==> src/rtl/seq_gen_prog_if.sv <==
// Control, table-write and sample-output signals of the programmable sequence generator.
// The master modport drives stimulus and the slave modport is the generator side.
interface seq_gen_prog_if #(
  parameter int WIDTH = 8,
  parameter int DEPTH = 16
);
  localparam int AW = $clog2(DEPTH);

  logic             start;
  logic             en;
  logic [1:0]       mode;
  logic [AW-1:0]    len;
  logic             wr_en;
  logic [AW-1:0]    wr_addr;
  logic [WIDTH-1:0] wr_data;
  logic [WIDTH-1:0] z;
  logic [AW-1:0]    idx;
  logic             busy;
  logic             done;

  modport master (
    output start, en, mode, len, wr_en, wr_addr, wr_data,
    input  z, idx, busy, done
  );

  modport slave (
    input  start, en, mode, len, wr_en, wr_addr, wr_data,
    output z, idx, busy, done
  );
endinterface

==> src/rtl/seq_gen_prog.sv <==
// Programmable sequence generator: plays a register table out in wrap, one-shot or
// ping-pong order. Outputs are registered from the next-state values, so no pipeline lag.
module seq_gen_prog #(
  parameter int WIDTH = 8,
  parameter int DEPTH = 16
) (
  input logic           clk,
  input logic           reset,
  seq_gen_prog_if.slave bus
);
  localparam int AW = $clog2(DEPTH);

  typedef enum logic [1:0] {
    IDLE = 2'd0,
    RUN  = 2'd1,
    DONE = 2'd2
  } state_t;

  state_t           state_r, state_s;
  logic [AW-1:0]    idx_r, idx_s;
  logic             dir_r, dir_s;     // 1'b0 = counting up, 1'b1 = counting down
  logic [1:0]       mode_r;
  logic [AW-1:0]    len_r;
  logic [WIDTH-1:0] table_r [DEPTH];
  logic [WIDTH-1:0] z_r, z_s;
  logic             busy_r, done_r;

  // Next state, index and direction
  always_comb begin
    state_s = state_r;
    idx_s   = idx_r;
    dir_s   = dir_r;
    if (bus.start) begin
      state_s = RUN;
      idx_s   = '0;
      dir_s   = 1'b0;
    end else if (state_r == RUN && bus.en) begin
      case (mode_r)
        2'b01: begin
          if (idx_r == len_r) begin
            state_s = DONE;
          end else begin
            idx_s = idx_r + AW'(1);
          end
        end
        2'b10: begin
          if (len_r == '0) begin
            idx_s = '0;
          end else if (!dir_r) begin
            if (idx_r == len_r) begin
              dir_s = 1'b1;
              idx_s = idx_r - AW'(1);
            end else begin
              idx_s = idx_r + AW'(1);
            end
          end else begin
            if (idx_r == '0) begin
              dir_s = 1'b0;
              idx_s = idx_r + AW'(1);
            end else begin
              idx_s = idx_r - AW'(1);
            end
          end
        end
        default: begin
          if (idx_r == len_r) begin
            idx_s = '0;
          end else begin
            idx_s = idx_r + AW'(1);
          end
        end
      endcase
    end else begin
      state_s = state_r;
    end
  end

  // Next sample; a write landing on the entry about to be shown is forwarded
  always_comb begin
    z_s = '0;
    if (state_s == IDLE) begin
      z_s = '0;
    end else if (bus.wr_en && bus.wr_addr == idx_s) begin
      z_s = bus.wr_data;
    end else begin
      z_s = table_r[idx_s];
    end
  end

  // Sequencer state, latched run parameters and registered outputs
  always_ff @(posedge clk or posedge reset) begin
    if (reset) begin
      state_r <= IDLE;
      idx_r   <= '0;
      dir_r   <= 1'b0;
      mode_r  <= 2'b00;
      len_r   <= '0;
      z_r     <= '0;
      busy_r  <= 1'b0;
      done_r  <= 1'b0;
    end else begin
      state_r <= state_s;
      idx_r   <= idx_s;
      dir_r   <= dir_s;
      if (bus.start) begin
        mode_r <= bus.mode;
        len_r  <= bus.len;
      end
      z_r    <= z_s;
      busy_r <= (state_s == RUN);
      done_r <= (state_s == DONE);
    end
  end

  // Sample table, writable in every state
  always_ff @(posedge clk or posedge reset) begin
    if (reset) begin
      for (int i = 0; i < DEPTH; i++) begin
        table_r[i] <= '0;
      end
    end else if (bus.wr_en) begin
      table_r[bus.wr_addr] <= bus.wr_data;
    end
  end

  assign bus.z    = z_r;
  assign bus.idx  = idx_r;
  assign bus.busy = busy_r;
  assign bus.done = done_r;
endmodule

==> src/flat_wrapper.sv <==
// flat-port wrapper written by rule: the top's interface ports become plain ports
module seq_gen_prog_flat 
#(
  parameter int WIDTH = 8,
  parameter int DEPTH = 16
)
  (clk, reset, bus_start, bus_en, bus_mode, bus_len, bus_wr_en, bus_wr_addr, bus_wr_data, bus_z, bus_idx, bus_busy, bus_done);
  seq_gen_prog_if #(.WIDTH(WIDTH), .DEPTH(DEPTH)) bus_i ();
  input logic clk;
  input logic reset;
  input wire logic [$bits(bus_i.start)-1:0] bus_start;
  input wire logic [$bits(bus_i.en)-1:0] bus_en;
  input wire logic [$bits(bus_i.mode)-1:0] bus_mode;
  input wire logic [$bits(bus_i.len)-1:0] bus_len;
  input wire logic [$bits(bus_i.wr_en)-1:0] bus_wr_en;
  input wire logic [$bits(bus_i.wr_addr)-1:0] bus_wr_addr;
  input wire logic [$bits(bus_i.wr_data)-1:0] bus_wr_data;
  output wire logic [$bits(bus_i.z)-1:0] bus_z;
  output wire logic [$bits(bus_i.idx)-1:0] bus_idx;
  output wire logic [$bits(bus_i.busy)-1:0] bus_busy;
  output wire logic [$bits(bus_i.done)-1:0] bus_done;
  assign bus_i.start = bus_start;
  assign bus_i.en = bus_en;
  assign bus_i.mode = bus_mode;
  assign bus_i.len = bus_len;
  assign bus_i.wr_en = bus_wr_en;
  assign bus_i.wr_addr = bus_wr_addr;
  assign bus_i.wr_data = bus_wr_data;
  assign bus_z = bus_i.z;
  assign bus_idx = bus_i.idx;
  assign bus_busy = bus_i.busy;
  assign bus_done = bus_i.done;
  seq_gen_prog #(.WIDTH(WIDTH), .DEPTH(DEPTH)) u_core (.clk(clk), .reset(reset), .bus(bus_i));
endmodule
==> config.mk <==
export PLATFORM = sky130hd
export DESIGN_NAME = seq_gen_prog_flat
export DESIGN_NICKNAME = d
export VERILOG_FILES = /design/src/rtl/seq_gen_prog_if.sv /design/src/rtl/seq_gen_prog.sv /design/src/flat_wrapper.sv
export SDC_FILE = /design/constraint.sdc
export NUM_CORES = 1
export LEC_CHECK = 0
export CELL_PAD_IN_SITES_DETAIL_PLACEMENT = 0
export CELL_PAD_IN_SITES_GLOBAL_PLACEMENT = 1
export CORE_ASPECT_RATIO = 0.7
export CORE_MARGIN = 5
export CORE_UTILIZATION = 40
export CTS_CLUSTER_SIZE = 14
export DETAILED_ROUTE_END_ITERATION = 6
export DONT_BUFFER_PORTS = 1
export PLACE_DENSITY = 0.69
export REMOVE_ABC_BUFFERS = 1
export SLEW_MARGIN = 10
export SYNTH_ARGS = -nofsm -noshare
export SYNTH_HDL_FRONTEND = slang
export SYNTH_SLANG_ARGS = --single-unit
==> constraint.sdc <==
create_clock -name clk -period 5.7 [get_ports clk]
set_clock_uncertainty 0.1 [all_clocks]
set_input_delay 0.57 -clock clk [delete_from_list [all_inputs] [get_ports clk]]
set_output_delay 0.57 -clock clk [all_outputs]
set_load 0.02 [all_outputs]
======== Word level (Yosys, flattened, before mapping) ========
Index checks and enable logic that the tools add are counted.
word-level totals
  latch bits .............................. 0
  memory bits (writable) .................. 0
  bits in read-only memories .............. 0
  bits of input ports ..................... 23
  output and inout port bits .............. 14
  register bits ........................... 151
  memories ................................ 0
  word-level logic and storage cells ...... 76
cells by class
  equality and inequality tests ........... 8
  shift-type cells ........................ 0
  reduce and logical (&&, ||, !) cells .... 9
  bitwise logic cells ..................... 2
  mux-type cells .......................... 28
  $mul .................................... 0
  add/subtract/negate cells ............... 2
  magnitude comparators ................... 3
  div/mod/pow operators ................... 0
operator list
  operator               number
  $bwmux W128            1
  $mux W8                5
  $bmux W8 S4            1
  $demux W8 S4           1
  $mux W4                8
  $ge A5 B5 Y1 const B   2
  $not A4 Y5             2
  $eq A4 B4 Y1           2
  $logic_not A4 Y1       2
  $mux W2                4
  $pmux W4 S2            1
  $mux W1                7
  $eq A2 B1 Y1 const B   3
  $lt A5 B1 Y1 const B   1
  $add A4 B1 Y4 const B  1
  $eq A2 B2 Y1 const B   2
  $reduce_bool A2 Y1     2
  $sub A4 B1 Y4 const B  1
  $logic_and A1 B1 Y1    3
  $reduce_and A3 Y1      1
  $logic_not A2 Y1       1
  $ne A2 B2 Y1 const B   1

======== Longest topological paths before layout ========
  depth in word-level cells ............... 13
  mapped depth ............................ 15
  gate-level depth less buffers ........... 13

======== Worst setup path after synthesis ========
Ideal clock, no wire load.
  path type ............................... register to register
  from .................................... reg u_core.idx_r[2], in the netlist u_core.bus.idx[2]
  to ...................................... reg u_core.z_r[0], in the netlist u_core.bus.z[0]
  data arrival time ....................... 2920 ps
  slack ................................... 2555 ps
  cell stages (with the launch flop) ...... 16
  library setup time ...................... 125 ps
  period minus slack after synthesis ...... 3145 ps
  buffers on the path ..................... 2
  path through ............................ dfrtp_1 > buf_2 > xnor2_2 > and4_4 > inv_2 > ha_1 > o221ai_1 > o211ai_1 > a21o_1 > buf_4 > inv_2 > xnor2_1 > nand3_1 > nor3_2 > or2_2 > o21ai_1
on the way
  word-level cells in the longest chain between the ends .. 13
  elaborated cells between the ends (all ways) .. 26
  classes of those cells .................. add/sub: 2; eq/ne: 2; mux: 18; bitwise: 1; reduce/logical: 3
ends and longest elaborated chain
  element                                           RTL line                                text
  from (decl)                                       seq_gen_prog.sv:20                      logic [AW-1:0] idx_r, idx_s;
  from (signal assigned)                            seq_gen_prog.sv:103                     idx_r <= idx_s;
  $eq A4 B4 Y1 or $logic_not A4 Y1 (tied branches)  -
  $mux W4, on equally long branches                 seq_gen_prog.sv:50, seq_gen_prog.sv:57
  $mux W4                                           seq_gen_prog.sv:49                      end else if (!dir_r) begin
  $mux W4                                           seq_gen_prog.sv:47                      if (len_r == '0) begin
  $pmux W4 S2 *                                     seq_gen_prog.sv:38                      case (mode_r)
  $mux W4 *                                         seq_gen_prog.sv:37                      end else if (state_r == RUN && bus.en) begin
  $mux W4 *                                         seq_gen_prog.sv:33                      if (bus.start) begin
  named net u_core.idx_s[0]                         seq_gen_prog.sv:20
  $not A4 Y5 (not written as such)                  seq_gen_prog.sv:86                      z_s = table_r[idx_s];
  $bmux W8 S4                                       seq_gen_prog.sv:86
  $mux W8 (not written as such) (2 in series)       seq_gen_prog.sv:86
  $mux W8 *                                         seq_gen_prog.sv:83                      end else if (bus.wr_en && bus.wr_addr == idx_s) begin
  $mux W8 *                                         seq_gen_prog.sv:81                      if (state_s == IDLE) begin
  named net u_core.z_s[0]                           seq_gen_prog.sv:25                      logic [WIDTH-1:0] z_r, z_s;
  to (signal assigned)                              seq_gen_prog.sv:109                     z_r <= z_s;
  to (decl)                                         seq_gen_prog.sv:25
The timed path passes the listed nets; every way through them passes the cells marked *. The select of a mux whose other input is x is not followed.
A chain may end at the register's enable or synchronous reset.

======== Worst setup path after layout ========
  from .................................... reg u_core.idx_r[0], in the netlist u_core.bus.idx[0]
  to ...................................... reg u_core.z_r[7], in the netlist u_core.bus.z[7]
on the way
  word-level cells in the longest chain between the ends .. 13
  elaborated cells between the ends (all ways) .. 26
  classes of those cells .................. add/sub: 2; eq/ne: 2; mux: 18; bitwise: 1; reduce/logical: 3
ends and longest elaborated chain
  element                                      RTL line
  $add A4 B1 Y4 (tied with other cells)        -
  $mux W4, on equally long branches            seq_gen_prog.sv:50, seq_gen_prog.sv:57
  $mux W4                                      seq_gen_prog.sv:49
  $mux W4                                      seq_gen_prog.sv:47
  $pmux W4 S2                                  seq_gen_prog.sv:38
  $mux W4 *                                    seq_gen_prog.sv:37
  $mux W4 *                                    seq_gen_prog.sv:33
  named net u_core.idx_s[0]                    seq_gen_prog.sv:20
  $not A4 Y5 (not written as such)             seq_gen_prog.sv:86
  $bmux W8 S4                                  seq_gen_prog.sv:86
  $mux W8 (not written as such) (2 in series)  seq_gen_prog.sv:86
  $mux W8 *                                    seq_gen_prog.sv:83
  $mux W8 *                                    seq_gen_prog.sv:81
  named net u_core.z_s[7]                      seq_gen_prog.sv:25
Marked as above.

==> impl_metrics.toml <==
[timing]
finalSetupViolations = 0
final-max-slew-violation-count = 0
fin_crit_sh_pct = 68.27
layout_min_cycle_time_ps = 3892
setup_tns_ps = 0
max_freq_mhz = 257.0
worstMarginPinSlew_ps = 1152
grt_setup_unrepaired = "no"
final-hold-violation-count = 0
max-slew-margin-rel_pct = 22.89

[floorplanning]
rows = 41
io_pins = 37
die-width_um = 172.6
die_area_mm2 = 0.02138
core_mm2 = 0.01811
die_y_um = 123.9
start_util_pct = 40.90

[drt]
num_vias = 4868
route.detailed.drc = 0
postRouteAntennaNets = 0
firstDrtPassIters = 5
drt_iter0_drc = 448
vias_per_cell = 5.816
wl_per_cell_um = 21.70
routed_wl_mm = 18.17

[grt]
grt_pass1_wl_mm = 29.08
grtUsageTotal_pct = 17.56
overflow = 0
first_global_vias = 4911
antenna_found_initial = 0
grt_max_degree = 86

[cells_and_area]
postLayoutCellArea_mm2 = 0.008148
multi_input_comb_area_mm2 = 0.003395
instances_no_fill = 837
n_fill_cell = 1639
layout.area.seq_mm2 = 0.003779
area_growth_pct = 10.00
fin_nets = 618
n_antenna_cell = 0
final_core_util_pct = 44.99
drive_above_1_share_pct = 29.28

[critical_path]
cp-start-kind = "flip-flop"
critical-path-slowest-cell = "nor3_2"
crit_required_ps = 5890
crit_path_max_fanout = 10
path_class = "reg2reg"
r2r_slack_ps = 1810
crit_chain = "xnor2_1, and4_4, inv_2, ha_1, o221ai_1, o211ai_1, a21o_2, inv_2, xnor2_1, nand3_1, nor3_2, or2_2, o21ai_1"
cp.arrival_ps = 4080
setup.worst_path.end_class = "flip-flop"
max_stage_delay_ps = 650

[clocking]
clkSinkCount = 151
h-tree-depth = 4
cts_hold_buf = 0
cts_buffers = 17
cts.repair.resized = 0
clk_transition_reported_paths_ps = 70
cts_setup_buffers = 0
worstSkewPairLatency_ps = 420
clockBufferDepth = 2
cts-root-buf = "clkbuf_16"
cts_tree = "built"

[place]
dp.cells = 807
portBuffers = 0
gp_congestion = 0.8872
hpwl_mm = 11.74
placed_cell_area_mm2 = 0.007545

[synthesis]
yosysSeqAreaShare_pct = 51.01
synth_edf_count = 0
ys_types = 55
syn_area_mm2 = 0.007407
synth-async-reset-ratio_pct = 100.0
yosys_warnings = 0
ys_seq_elements = 151
syn_area_per_cell_um2 = 12.22
synth_ff_type = "dfrtp_1"
netlist_instances = 606

[hold_path]
hold_class = "in2async"

[power_and_ir_drop]
power_density_mw_per_mm2 = 386.1
power.static_leakage_nw = 3.381
ir_drop_mv = 0.2342
p_total_mw = 3.146

[run_status]
status = "finished clean"

[run]
max_cap_viol_count = 0
final cells by class:
class | instances | area share, %
Clock inverter | 11 | 1.843
Clock buffer | 19 | 5.559
Timing Repair Buffer | 4 | 0.3686
Tap cell | 236 | 3.624
Inverter | 11 | 0.5682
Multi-Input combinational cell | 405 | 41.66
Sequential cell | 151 | 46.38
per-stage QoR:
step           hold WS (ps)  setup slack (ps)
2_1_floorplan         349.2             965.3
3_3_place_gp          364.9              1978
3_5_place_dp          373.9              1859
4_1_cts               102.6              1831
5_1_grt               107.7              1583
6_report              59.73              1808
critical path: cells and delay by family, from the launching register on:
kind | cells | cell delay (ps)
XOR/XNOR | 2 | 540
adder cells (fa/ha/maj) | 1 | 270
AO/OA/AOI/OAI | 4 | 660
buffers and inverters | 2 | 190
flip-flops | 1 | 540
AND/OR/NAND/NOR | 4 | 1460
state kept, by name, summed over array words and instances (netlist names):
name,cells
u_core.len_r,4
u_core.mode_r,2
u_core.bus.z,8
u_core.bus.idx,4
u_core.table_r,128
u_core.dir_r,1
u_core.bus.busy,1
u_core.state_r,2
u_core.bus.done,1
cells in the final DEF, fill, tap and decap left out, types with 3 or more instances in the layout:
| master | count |
|---|---|
| o21ai_0 | 13 |
| buf_4 | 4 |
| mux2i_1 | 34 |
| nand2b_1 | 38 |
| o21ai_1 | 7 |
| dfrtp_1 | 151 |
| clkinv_4 | 3 |
| a221oi_1 | 30 |
| a21oi_1 | 36 |
| mux2_2 | 126 |
| nor2_1 | 16 |
| nor4_1 | 8 |
| nand3_1 | 11 |
| xnor2_1 | 6 |
| inv_1 | 8 |
| nor3_1 | 6 |
| ha_1 | 5 |
| clkbuf_16 | 17 |
| nand2_1 | 18 |
| bufinv_16 | 3 |
| nand3b_1 | 5 |
| and3_1 | 3 |
| or3_1 | 6 |
report_power, final:
part / leakage, nW / switching [mW] / total, mW / internal (mW)
logic: 1.23 / 0.254 / 0.526 / 0.272
clock network: 0.291 / 0.451 / 1.16 / 0.709
registers: 1.86 / 0.153 / 1.46 / 1.31
final timing paths:
path	startpoint	to	cells past startpoint
worst max-delay path	u_core.bus.idx[0]$_DFF_PP0_	u_core.bus.z[7]$_DFF_PP0_	13
worst max register to register	u_core.bus.idx[0]$_DFF_PP0_	u_core.bus.z[7]$_DFF_PP0_	13
worst min-delay path	reset	u_core.mode_r[1]$_DFFE_PP0P_	1
worst min register to register	u_core.table_r[30]$_DFFE_PP0P_	u_core.table_r[30]$_DFFE_PP0P_	2
max in group asynchronous	reset	u_core.table_r[60]$_DFFE_PP0P_	2
min in group clk	bus_start	u_core.dir_r$_DFFE_PP0P_	1
cell usage after synthesis, types with 2 or more instances:
master | n | area share (%)
buf_1 | 2 | 0.10
or2_1 | 2 | 0.17
xor2_1 | 2 | 0.24
a21oi_1 | 36 | 2.4
mux2_2 | 126 | 19
dfrtp_1 | 151 | 51
a22o_1 | 2 | 0.24
ha_1 | 5 | 0.84
nor3_1 | 6 | 0.41
or3_1 | 6 | 0.51
nand2_1 | 18 | 0.91
nand2b_1 | 38 | 3.2
mux2i_1 | 34 | 4.6
inv_1 | 9 | 0.46
o21ai_0 | 13 | 0.88
a21o_1 | 2 | 0.20
nor2_1 | 16 | 0.81
a221oi_1 | 30 | 3.5
o211ai_1 | 2 | 0.20
nor4_1 | 8 | 0.68
buf_4 | 5 | 0.51
buf_2 | 5 | 0.34
xnor2_1 | 6 | 0.71
o221ai_1 | 2 | 0.24
inv_2 | 2 | 0.10
o21ai_1 | 7 | 0.47
nand3b_1 | 5 | 0.51
buf_6 | 3 | 0.46
nand3_1 | 11 | 0.74
and3_1 | 3 | 0.25
clkbuf_1 | 24 | 1.2
nor2b_1 | 2 | 0.17
routing by layer:
metal  wire, um  GRT usage (%)  part of all wire, %
met1       9358          26.23                   52
met2       7771          26.19                   43
met3        904          4.308                  5.0
met4        132          3.266                 0.73
met5          0              0                    0
cells by family (layout without fill, tap and decap cells):
group           after synthesis  in the layout  synth area share, %
fa+ha+maj                     5              5               0.8446
compound gates              107            107                10.49
simple gates                124            124                9.561
xor+xnor                      9              9                1.166
flops                       151            151                51.01
mux                         160            160                23.75
buf+inv                      50             45                3.176
(Power assumes the default switching activity.)
